--- src/rtl/alu_param_pkg.sv ---
// Shared opcodes, FSM encoding and flag bit positions
// for the parametrised handshaked ALU.
package alu_param_pkg;

  localparam int OP_ADD  = 0;
  localparam int OP_SUB  = 1;
  localparam int OP_AND  = 2;
  localparam int OP_OR   = 3;
  localparam int OP_XOR  = 4;
  localparam int OP_NOT  = 5;
  localparam int OP_SHL  = 6;
  localparam int OP_SHR  = 7;
  localparam int OP_SAR  = 8;
  localparam int OP_MUL  = 9;
  localparam int OP_PASS = 10;
  localparam int N_OPS   = 11;

  localparam logic [1:0] S_IDLE = 2'd0;
  localparam logic [1:0] S_EXEC = 2'd1;
  localparam logic [1:0] S_MUL  = 2'd2;

  localparam int FL_Z = 0;
  localparam int FL_N = 1;
  localparam int FL_V = 2;
  localparam int FL_C = 3;

endpackage

--- src/rtl/alu_param_if.sv ---
// Controller-to-ALU request/result bundle with
// cs/ready/done handshake.
interface alu_param_if #(
  parameter int WIDTH = 16,
  parameter int OP_W  = 4
);
  logic             cs;
  logic [OP_W-1:0]  op;
  logic [WIDTH-1:0] a;
  logic [WIDTH-1:0] b;
  logic [WIDTH-1:0] bus;
  logic [WIDTH-1:0] bus_hi;
  logic [3:0]       flags;
  logic             err;
  logic             ready;
  logic             done;

  modport master (
    output cs, op, a, b,
    input  bus, bus_hi, flags, err, ready, done
  );

  modport slave (
    input  cs, op, a, b,
    output bus, bus_hi, flags, err, ready, done
  );
endinterface

--- src/rtl/alu_mul_seq.sv ---
// Sequential unsigned shift-add multiplier, one
// partial product per clock.
module alu_mul_seq #(
  parameter int WIDTH = 16
) (
  input  logic               clk,
  input  logic               rst_n,
  input  logic               i_start,
  input  logic [WIDTH-1:0]   i_a,
  input  logic [WIDTH-1:0]   i_b,
  output logic               o_busy,
  output logic               o_done,
  output logic [2*WIDTH-1:0] o_product
);

  localparam int CW = $clog2(WIDTH);

  logic             r_busy;
  logic [CW-1:0]    r_cnt;
  logic [WIDTH-1:0] r_mcand;
  logic [WIDTH-1:0] r_hi;
  logic [WIDTH-1:0] r_lo;

  logic [WIDTH:0]       w_sum;
  logic [2*WIDTH-1:0]   w_next;

  // r_lo starts as the multiplier and fills with
  // product bits as it shifts right.
  assign w_sum  = {1'b0, r_hi}
                + (r_lo[0] ? {1'b0, r_mcand} : '0);
  assign w_next = {w_sum, r_lo[WIDTH-1:1]};

  // o_done marks the final iteration; the product
  // is valid on o_product during that same cycle.
  assign o_busy    = r_busy;
  assign o_done    = r_busy
                  && (r_cnt == CW'(WIDTH - 1));
  assign o_product = w_next;

  always_ff @(posedge clk or negedge rst_n) begin
    if (!rst_n) begin
      r_busy  <= 1'b0;
      r_cnt   <= '0;
      r_mcand <= '0;
      r_hi    <= '0;
      r_lo    <= '0;
    end else if (i_start && !r_busy) begin
      r_busy  <= 1'b1;
      r_cnt   <= '0;
      r_mcand <= i_a;
      r_hi    <= '0;
      r_lo    <= i_b;
    end else if (r_busy) begin
      {r_hi, r_lo} <= w_next;
      r_cnt        <= r_cnt + 1'b1;
      if (o_done)
        r_busy <= 1'b0;
    end
  end

endmodule

--- src/rtl/alu_param.sv ---
// Handshaked multi-op ALU: single-cycle logic/arith/
// shift ops plus a WIDTH-cycle unsigned multiply.
module alu_param
  import alu_param_pkg::*;
#(
  parameter int WIDTH = 16,
  parameter int OP_W  = 4,
  parameter int SH_W  = $clog2(WIDTH)
) (
  input logic        clk,
  input logic        rst_n,
  alu_param_if.slave io
);

  localparam int MSB = WIDTH - 1;

  logic [1:0]       r_state;
  logic [WIDTH-1:0] r_a;
  logic [WIDTH-1:0] r_b;
  logic [OP_W-1:0]  r_op;
  logic [WIDTH-1:0] r_bus;
  logic [WIDTH-1:0] r_bus_hi;
  logic [3:0]       r_flags;
  logic             r_err;
  logic             r_done;

  logic               w_ready;
  logic               w_accept;
  logic               w_is_mul;
  logic               w_mul_busy;
  logic               w_mul_done;
  logic [2*WIDTH-1:0] w_prod;
  logic [WIDTH-1:0]   w_mul_lo;
  logic [WIDTH-1:0]   w_mul_hi;
  logic [N_OPS-1:0]   w_sel;
  logic [SH_W-1:0]    w_sh;
  logic [WIDTH:0]     w_add;
  logic [WIDTH:0]     w_sub;
  logic [WIDTH:0]     w_shl;
  logic [WIDTH:0]     w_shr;
  logic [WIDTH:0]     w_sar;
  logic [WIDTH-1:0]   w_res;
  logic               w_c;
  logic               w_v;
  logic               w_ill;
  logic [3:0]         w_ex_fl;
  logic [3:0]         w_mul_fl;

  assign w_ready  = (r_state == S_IDLE)
                 && !w_mul_busy;
  assign w_accept = w_ready && io.cs;
  assign w_is_mul = (io.op == OP_W'(OP_MUL));

  alu_mul_seq #(.WIDTH(WIDTH)) u_mul (
    .clk       (clk),
    .rst_n     (rst_n),
    .i_start   (w_accept && w_is_mul),
    .i_a       (io.a),
    .i_b       (io.b),
    .o_busy    (w_mul_busy),
    .o_done    (w_mul_done),
    .o_product (w_prod)
  );

  assign w_mul_lo = w_prod[WIDTH-1:0];
  assign w_mul_hi = w_prod[2*WIDTH-1:WIDTH];

  // Extra bit on each shift catches the last bit
  // shifted out; it stays 0 for a zero amount.
  assign w_sh  = r_b[SH_W-1:0];
  assign w_add = {1'b0, r_a} + {1'b0, r_b};
  assign w_sub = {1'b0, r_a} - {1'b0, r_b};
  assign w_shl = {1'b0, r_a} << w_sh;
  assign w_shr = {r_a, 1'b0} >> w_sh;
  assign w_sar = $signed({r_a, 1'b0}) >>> w_sh;

  always_comb begin
    for (int i = 0; i < N_OPS; i++)
      w_sel[i] = (r_op == OP_W'(i));
  end

  always_comb begin
    w_res = '0;
    w_c   = 1'b0;
    w_v   = 1'b0;
    w_ill = 1'b0;
    unique case (1'b1)
      w_sel[OP_ADD]: begin
        w_res = w_add[MSB:0];
        w_c   = w_add[WIDTH];
        w_v   = (r_a[MSB] == r_b[MSB])
             && (w_add[MSB] != r_a[MSB]);
      end
      w_sel[OP_SUB]: begin
        w_res = w_sub[MSB:0];
        w_c   = w_sub[WIDTH];
        w_v   = (r_a[MSB] != r_b[MSB])
             && (w_sub[MSB] != r_a[MSB]);
      end
      w_sel[OP_AND]:  w_res = r_a & r_b;
      w_sel[OP_OR]:   w_res = r_a | r_b;
      w_sel[OP_XOR]:  w_res = r_a ^ r_b;
      w_sel[OP_NOT]:  w_res = ~r_a;
      w_sel[OP_SHL]:  {w_c, w_res} = w_shl;
      w_sel[OP_SHR]:  {w_res, w_c} = w_shr;
      w_sel[OP_SAR]:  {w_res, w_c} = w_sar;
      w_sel[OP_MUL]:  w_res = '0;
      w_sel[OP_PASS]: w_res = r_a;
      default:        w_ill = 1'b1;
    endcase
  end

  // An illegal op reports all-zero flags, so zero
  // must be masked even though bus is 0.
  always_comb begin
    w_ex_fl       = '0;
    w_ex_fl[FL_C] = w_c;
    w_ex_fl[FL_V] = w_v;
    w_ex_fl[FL_N] = w_res[MSB];
    w_ex_fl[FL_Z] = !w_ill && (w_res == '0);
  end

  always_comb begin
    w_mul_fl       = '0;
    w_mul_fl[FL_C] = |w_mul_hi;
    w_mul_fl[FL_N] = w_mul_lo[MSB];
    w_mul_fl[FL_Z] = (w_prod == '0);
  end

  always_ff @(posedge clk or negedge rst_n) begin
    if (!rst_n) begin
      r_state  <= S_IDLE;
      r_a      <= '0;
      r_b      <= '0;
      r_op     <= '0;
      r_bus    <= '0;
      r_bus_hi <= '0;
      r_flags  <= '0;
      r_err    <= 1'b0;
      r_done   <= 1'b0;
    end else begin
      r_done <= 1'b0;
      case (r_state)
        S_IDLE: begin
          if (w_accept) begin
            r_a     <= io.a;
            r_b     <= io.b;
            r_op    <= io.op;
            r_state <= w_is_mul ? S_MUL : S_EXEC;
          end
        end
        S_EXEC: begin
          r_bus    <= w_res;
          r_bus_hi <= '0;
          r_flags  <= w_ex_fl;
          r_err    <= w_ill;
          r_done   <= 1'b1;
          r_state  <= S_IDLE;
        end
        S_MUL: begin
          if (w_mul_done) begin
            r_bus    <= w_mul_lo;
            r_bus_hi <= w_mul_hi;
            r_flags  <= w_mul_fl;
            r_err    <= 1'b0;
            r_done   <= 1'b1;
            r_state  <= S_IDLE;
          end
        end
        default: r_state <= S_IDLE;
      endcase
    end
  end

  assign io.bus    = r_bus;
  assign io.bus_hi = r_bus_hi;
  assign io.flags  = r_flags;
  assign io.err    = r_err;
  assign io.ready  = w_ready;
  assign io.done   = r_done;

endmodule

--- src/flat_wrapper.sv ---
// flat-port wrapper written by rule: the top's interface ports become plain ports
module alu_param_flat import alu_param_pkg::*;
#(
  parameter int WIDTH = 16,
  parameter int OP_W  = 4,
  parameter int SH_W  = $clog2(WIDTH)
)
  (clk, rst_n, io_cs, io_op, io_a, io_b, io_bus, io_bus_hi, io_flags, io_err, io_ready, io_done);
  alu_param_if #(.WIDTH(WIDTH), .OP_W(OP_W)) io_i ();
  input logic clk;
  input logic rst_n;
  input wire logic [$bits(io_i.cs)-1:0] io_cs;
  input wire logic [$bits(io_i.op)-1:0] io_op;
  input wire logic [$bits(io_i.a)-1:0] io_a;
  input wire logic [$bits(io_i.b)-1:0] io_b;
  output wire logic [$bits(io_i.bus)-1:0] io_bus;
  output wire logic [$bits(io_i.bus_hi)-1:0] io_bus_hi;
  output wire logic [$bits(io_i.flags)-1:0] io_flags;
  output wire logic [$bits(io_i.err)-1:0] io_err;
  output wire logic [$bits(io_i.ready)-1:0] io_ready;
  output wire logic [$bits(io_i.done)-1:0] io_done;
  assign io_i.cs = io_cs;
  assign io_i.op = io_op;
  assign io_i.a = io_a;
  assign io_i.b = io_b;
  assign io_bus = io_i.bus;
  assign io_bus_hi = io_i.bus_hi;
  assign io_flags = io_i.flags;
  assign io_err = io_i.err;
  assign io_ready = io_i.ready;
  assign io_done = io_i.done;
  alu_param #(.WIDTH(WIDTH), .OP_W(OP_W), .SH_W(SH_W)) u_core (.clk(clk), .rst_n(rst_n), .io(io_i));
endmodule
--- config.mk ---
export PLATFORM = sky130hd
export DESIGN_NAME = alu_param_flat
export DESIGN_NICKNAME = d
export VERILOG_FILES = /design/src/rtl/alu_param_pkg.sv /design/src/rtl/alu_param_if.sv /design/src/rtl/alu_mul_seq.sv /design/src/rtl/alu_param.sv /design/src/flat_wrapper.sv
export SDC_FILE = /design/constraint.sdc
export NUM_CORES = 1
export LEC_CHECK = 0
export CAP_MARGIN = 20
export CORE_MARGIN = 2
export CORE_UTILIZATION = 62
export CTS_BUF_LIST = sky130_fd_sc_hd__clkbuf_4 sky130_fd_sc_hd__clkbuf_8
export DETAILED_ROUTE_END_ITERATION = 10
export PLACE_DENSITY = 0.91
export SYNTH_ARGS = -nofsm -noshare
export SYNTH_HDL_FRONTEND = slang
export SYNTH_SLANG_ARGS = --single-unit
--- constraint.sdc ---
create_clock -name clk -period 4.8 [get_ports clk]
set_clock_uncertainty 0.05 [all_clocks]
set_input_delay 0.96 -clock clk [delete_from_list [all_inputs] [get_ports clk]]
set_output_delay 0.96 -clock clk [all_outputs]
set_load 0.03 [all_outputs]
==> results of run 1 <==
[per-layer routing]
metal	vias to the layer above	share of wire	GRT usage
li1	4813	-	-
met1	5193	0.37	0.543
met2	866	0.45	0.650
met3	219	0.11	0.0816
met4	0	0.073	0.271
met5	-	0	0
[stage by stage]
| step | hold slack, ns | std cells |
|---|---|---|
| 2_1_floorplan | 0.387 | 1305 |
| 3_3_place_gp | 0.401 | 1552 |
| 3_5_place_dp | 0.407 | 1552 |
| 4_1_cts | 0.431 | 1584 |
| 5_1_grt | 0.453 | 1584 |
| 6_report | 0.429 | 1584 |
[worst max-delay path: cells and delay by family, from the launching register on]
kind            cells  cell delay, ns
simple gates        4            1.04
flops               1            0.69
buf+inv             1            0.11
fa+ha+maj           1            0.23
compound gates      6            2.00
[registers in the layout (all words and copies together) (netlist names)]
register,cells
u_core.io.bus_hi,16
u_core.r_a,16
u_core.r_b,16
u_core.u_mul.r_hi,16
u_core.u_mul.r_lo,16
u_core.u_mul.r_mcand,16
u_core.io.bus,15
u_core.io.flags,4
u_core.r_op,4
u_core.u_mul.r_cnt,4
u_core.r_state,2
u_core.io.done,1
u_core.io.err,1
u_core.u_mul.o_busy,1
[power by group]
part	internal [mW]	total [mW]	switching (mW)
logic	2.71	7.14	4.43
clock network	0.436	0.987	0.551
registers	1.52	2.23	0.709
total	4.67	10.4	5.68
[path summary, 6_finish.rpt]
path / start / end / slack [ns] / cells after the start
setup / recovery: u_core.u_mul.r_lo[0] / u_core.io.flags[3] / 0.55 / 12
hold / removal: u_core.u_mul.r_mcand[11] / u_core.u_mul.r_mcand[11] / 0.43 / 2
setup reg to reg: u_core.u_mul.r_lo[0] / u_core.io.flags[3] / 0.55 / 12
hold reg to reg: u_core.u_mul.r_mcand[11] / u_core.u_mul.r_mcand[11] / 0.43 / 2
max in group asynchronous: rst_n / u_core.io.flags[3] / 3.20 / 2
min in group asynchronous: rst_n / u_core.io.bus[6] / 0.58 / 1
[cell families after synthesis]
group           after synthesis  synth area share
buf+inv                     158            0.0600
xor+xnor                     19            0.0155
flops                       128             0.298
fa+ha+maj                    75            0.0893
compound gates              366             0.228
mux                         103             0.110
simple gates                456             0.200
[synthesized netlist by cell type (all sizes together), types with 7 or more instances]
| cell | instances | area share |
|---|---|---|
| ha | 72 | 0.084 |
| buf | 29 | 0.015 |
| nor2b | 14 | 0.0081 |
| or2 | 10 | 0.0058 |
| nand2b | 11 | 0.0064 |
| o211ai | 21 | 0.015 |
| nor4 | 12 | 0.0076 |
| nand2 | 196 | 0.068 |
| nand4 | 7 | 0.0041 |
| a221oi | 10 | 0.0087 |
| o22ai | 14 | 0.0081 |
| dfrtp | 128 | 0.30 |
| a21oi | 72 | 0.033 |
| mux2i | 52 | 0.048 |
| clkbuf | 66 | 0.023 |
| nor2 | 92 | 0.032 |
| and2 | 19 | 0.011 |
| and3 | 9 | 0.0052 |
| o21ai | 100 | 0.047 |
| a211oi | 19 | 0.013 |
| o221ai | 10 | 0.0087 |
| xnor2 | 12 | 0.0098 |
| mux2 | 43 | 0.045 |
| mux4 | 8 | 0.017 |
| a22oi | 15 | 0.010 |
| a31oi | 8 | 0.0047 |
| a21o | 9 | 0.0063 |
| inv | 62 | 0.022 |
| nand3 | 33 | 0.016 |
| xor2 | 7 | 0.0057 |
| a221o | 10 | 0.0093 |
| nor3 | 20 | 0.0093 |
[final cells by class]
type	instances	area (µm²)	share of cell area
well taps	225	282	0.0232
multi-input cells	1019	6930	0.571
clock inverters	15	170	0.0140
clock buffers	17	234	0.0193
repair buffers	117	1080	0.0891
flip-flops and latches	128	3200	0.264
inverters	63	236	0.0195
==> impl_metrics.py, run 1 <==
metrics = {
    "sta": {
        "slew_viol_final": 0,
        "fmax_ghz": 0.235,
        "finalSetupViolations": 0,
        "slew_headroom": 0.347,
        "fin_crit_ns": 4.25,
        "setup_slack_ns": 0.550,
        "max_slew.worst_pin.slew_ns": 0.955,
        "finalCritPeriodShare": 0.885,
        "hold_viol_final": 0,
        "rsz0062_at_grt": "false",
        "setup_tns_ns": 0,
    },
    "die": {
        "core_area_um2": 17100,
        "die_y_um": 136,
        "die_w_um": 136,
        "start_util": 0.629,
        "rows": 48,
        "io-pin-count": 78,
        "die_area_um2": 18400,
    },
    "clock_network": {
        "root_buffer": "clkbuf_8",
        "clk_pin_slew_worst_paths_ns": 0.09,
        "max-clock-path-buffers": 2,
        "hold_buffers": 0,
        "cts_tree": "built",
        "cts_buffers": 17,
        "cts.htree.levels": 4,
        "clk_latency_ns": 0.48,
        "cts_setup_buffers": 0,
        "clock_sinks": 128,
        "cts_resized": 0,
    },
    "place": {
        "hpwlAfterDp_um": 28000,
        "io_buffers": 77,
        "routabilityCongestion": 1.14,
        "place_area_um2": 11700,
        "place_ws_ns": 0.764,
    },
    "setup_path": {
        "max_stage_delay_ns": 0.69,
        "cp_data_required_time_ns": 5.09,
        "path_cells": "nand2_1 > inv_1 > ha_1 > a21o_1 > a21oi_1 > o21ai_0 > o41ai_1 > nor3_1 > o2bb2ai_1 > nor4bb_1 > nand4b_1 > a221o_1",
        "critPathMaxFanout": 17,
        "critical_path_arrival_ns": 4.55,
        "cp-start-kind": "flip-flop",
        "critPathKind": "reg2reg",
        "crit_slowest_cell": "dfrtp_1",
        "crit_path_end_kind": "flip-flop",
    },
    "status": {
        "status": "finished, final reports clean",
    },
    "global_routing": {
        "antenna_found_initial": 0,
        "overflow": 0,
        "grt_usage": 0.422,
        "grt_start_max_net_pins": 77,
        "grt_pass1_vias": 10600,
        "grt_pass1_wl_um": 59500,
    },
    "layout": {
        "final_cell_mix": "196 x nand2_1, 127 x dfrtp_1, 100 x o21ai_0, 92 x nor2_1, 76 x clkdlybuf4s50_1",
        "fin_util": 0.709,
        "area_growth_pct": 12.7,
        "layout_commonest_cell": "nand2_1",
        "design_area_um2": 12100,
        "n_antenna_cell": 0,
        "finalNetCount": 1460,
        "drive_above_1_share": 0.110,
        "fillCellCount": 1305,
    },
    "detailed_routing": {
        "viasPerCell": 7.00,
        "dr.pass1.iters": 7,
        "vias": 11100,
        "wl_um": 38200,
        "routedWlPerCell_um": 24.1,
        "first_iter_violations": 1585,
        "drc_errors": 0,
        "ant_nets": 0,
    },
    "job": {
        "cap_violations": 0,
    },
    "power_and_ir_drop": {
        "fin_total_pwr_mw": 10.4,
        "max-vdd-ir-drop_uv": 490,
        "leakagePower_nw": 5.37,
        "p_per_area_nw_per_um2": 853,
    },
    "synth": {
        "ys_warn_count": 0,
        "synth_ff_type": "dfrtp_1",
        "synth_edf_count": 0,
        "async_reset_ff_frac": 1.00,
        "synthCells": 1305,
        "synthesis.nets": 1419,
        "syn_avg_cell_area_um2": 8.25,
        "yosysSeqAreaShare": 0.298,
        "synth.distinct_cells": 82,
        "ys_ff_latch": 128,
        "synth_area_um2": 10800,
    },
    "min_path": {
        "hp-class": "reg2reg",
    },
}
Note: power is estimated with default switching activity, not from simulation.
==> inputs of run 2 (changes only) <==
--- a/config.mk
+++ b/config.mk
@@ -9,6 +9,7 @@
 export CORE_MARGIN = 2
 export CORE_UTILIZATION = 62
 export CTS_BUF_LIST = sky130_fd_sc_hd__clkbuf_4 sky130_fd_sc_hd__clkbuf_8
+export CTS_CLUSTER_SIZE = 25
 export DETAILED_ROUTE_END_ITERATION = 10
 export PLACE_DENSITY = 0.91
 export SYNTH_ARGS = -nofsm -noshare
==> results of run 2 <==
Same layout as run 1: the final DEF is identical, and so are final timing and power.
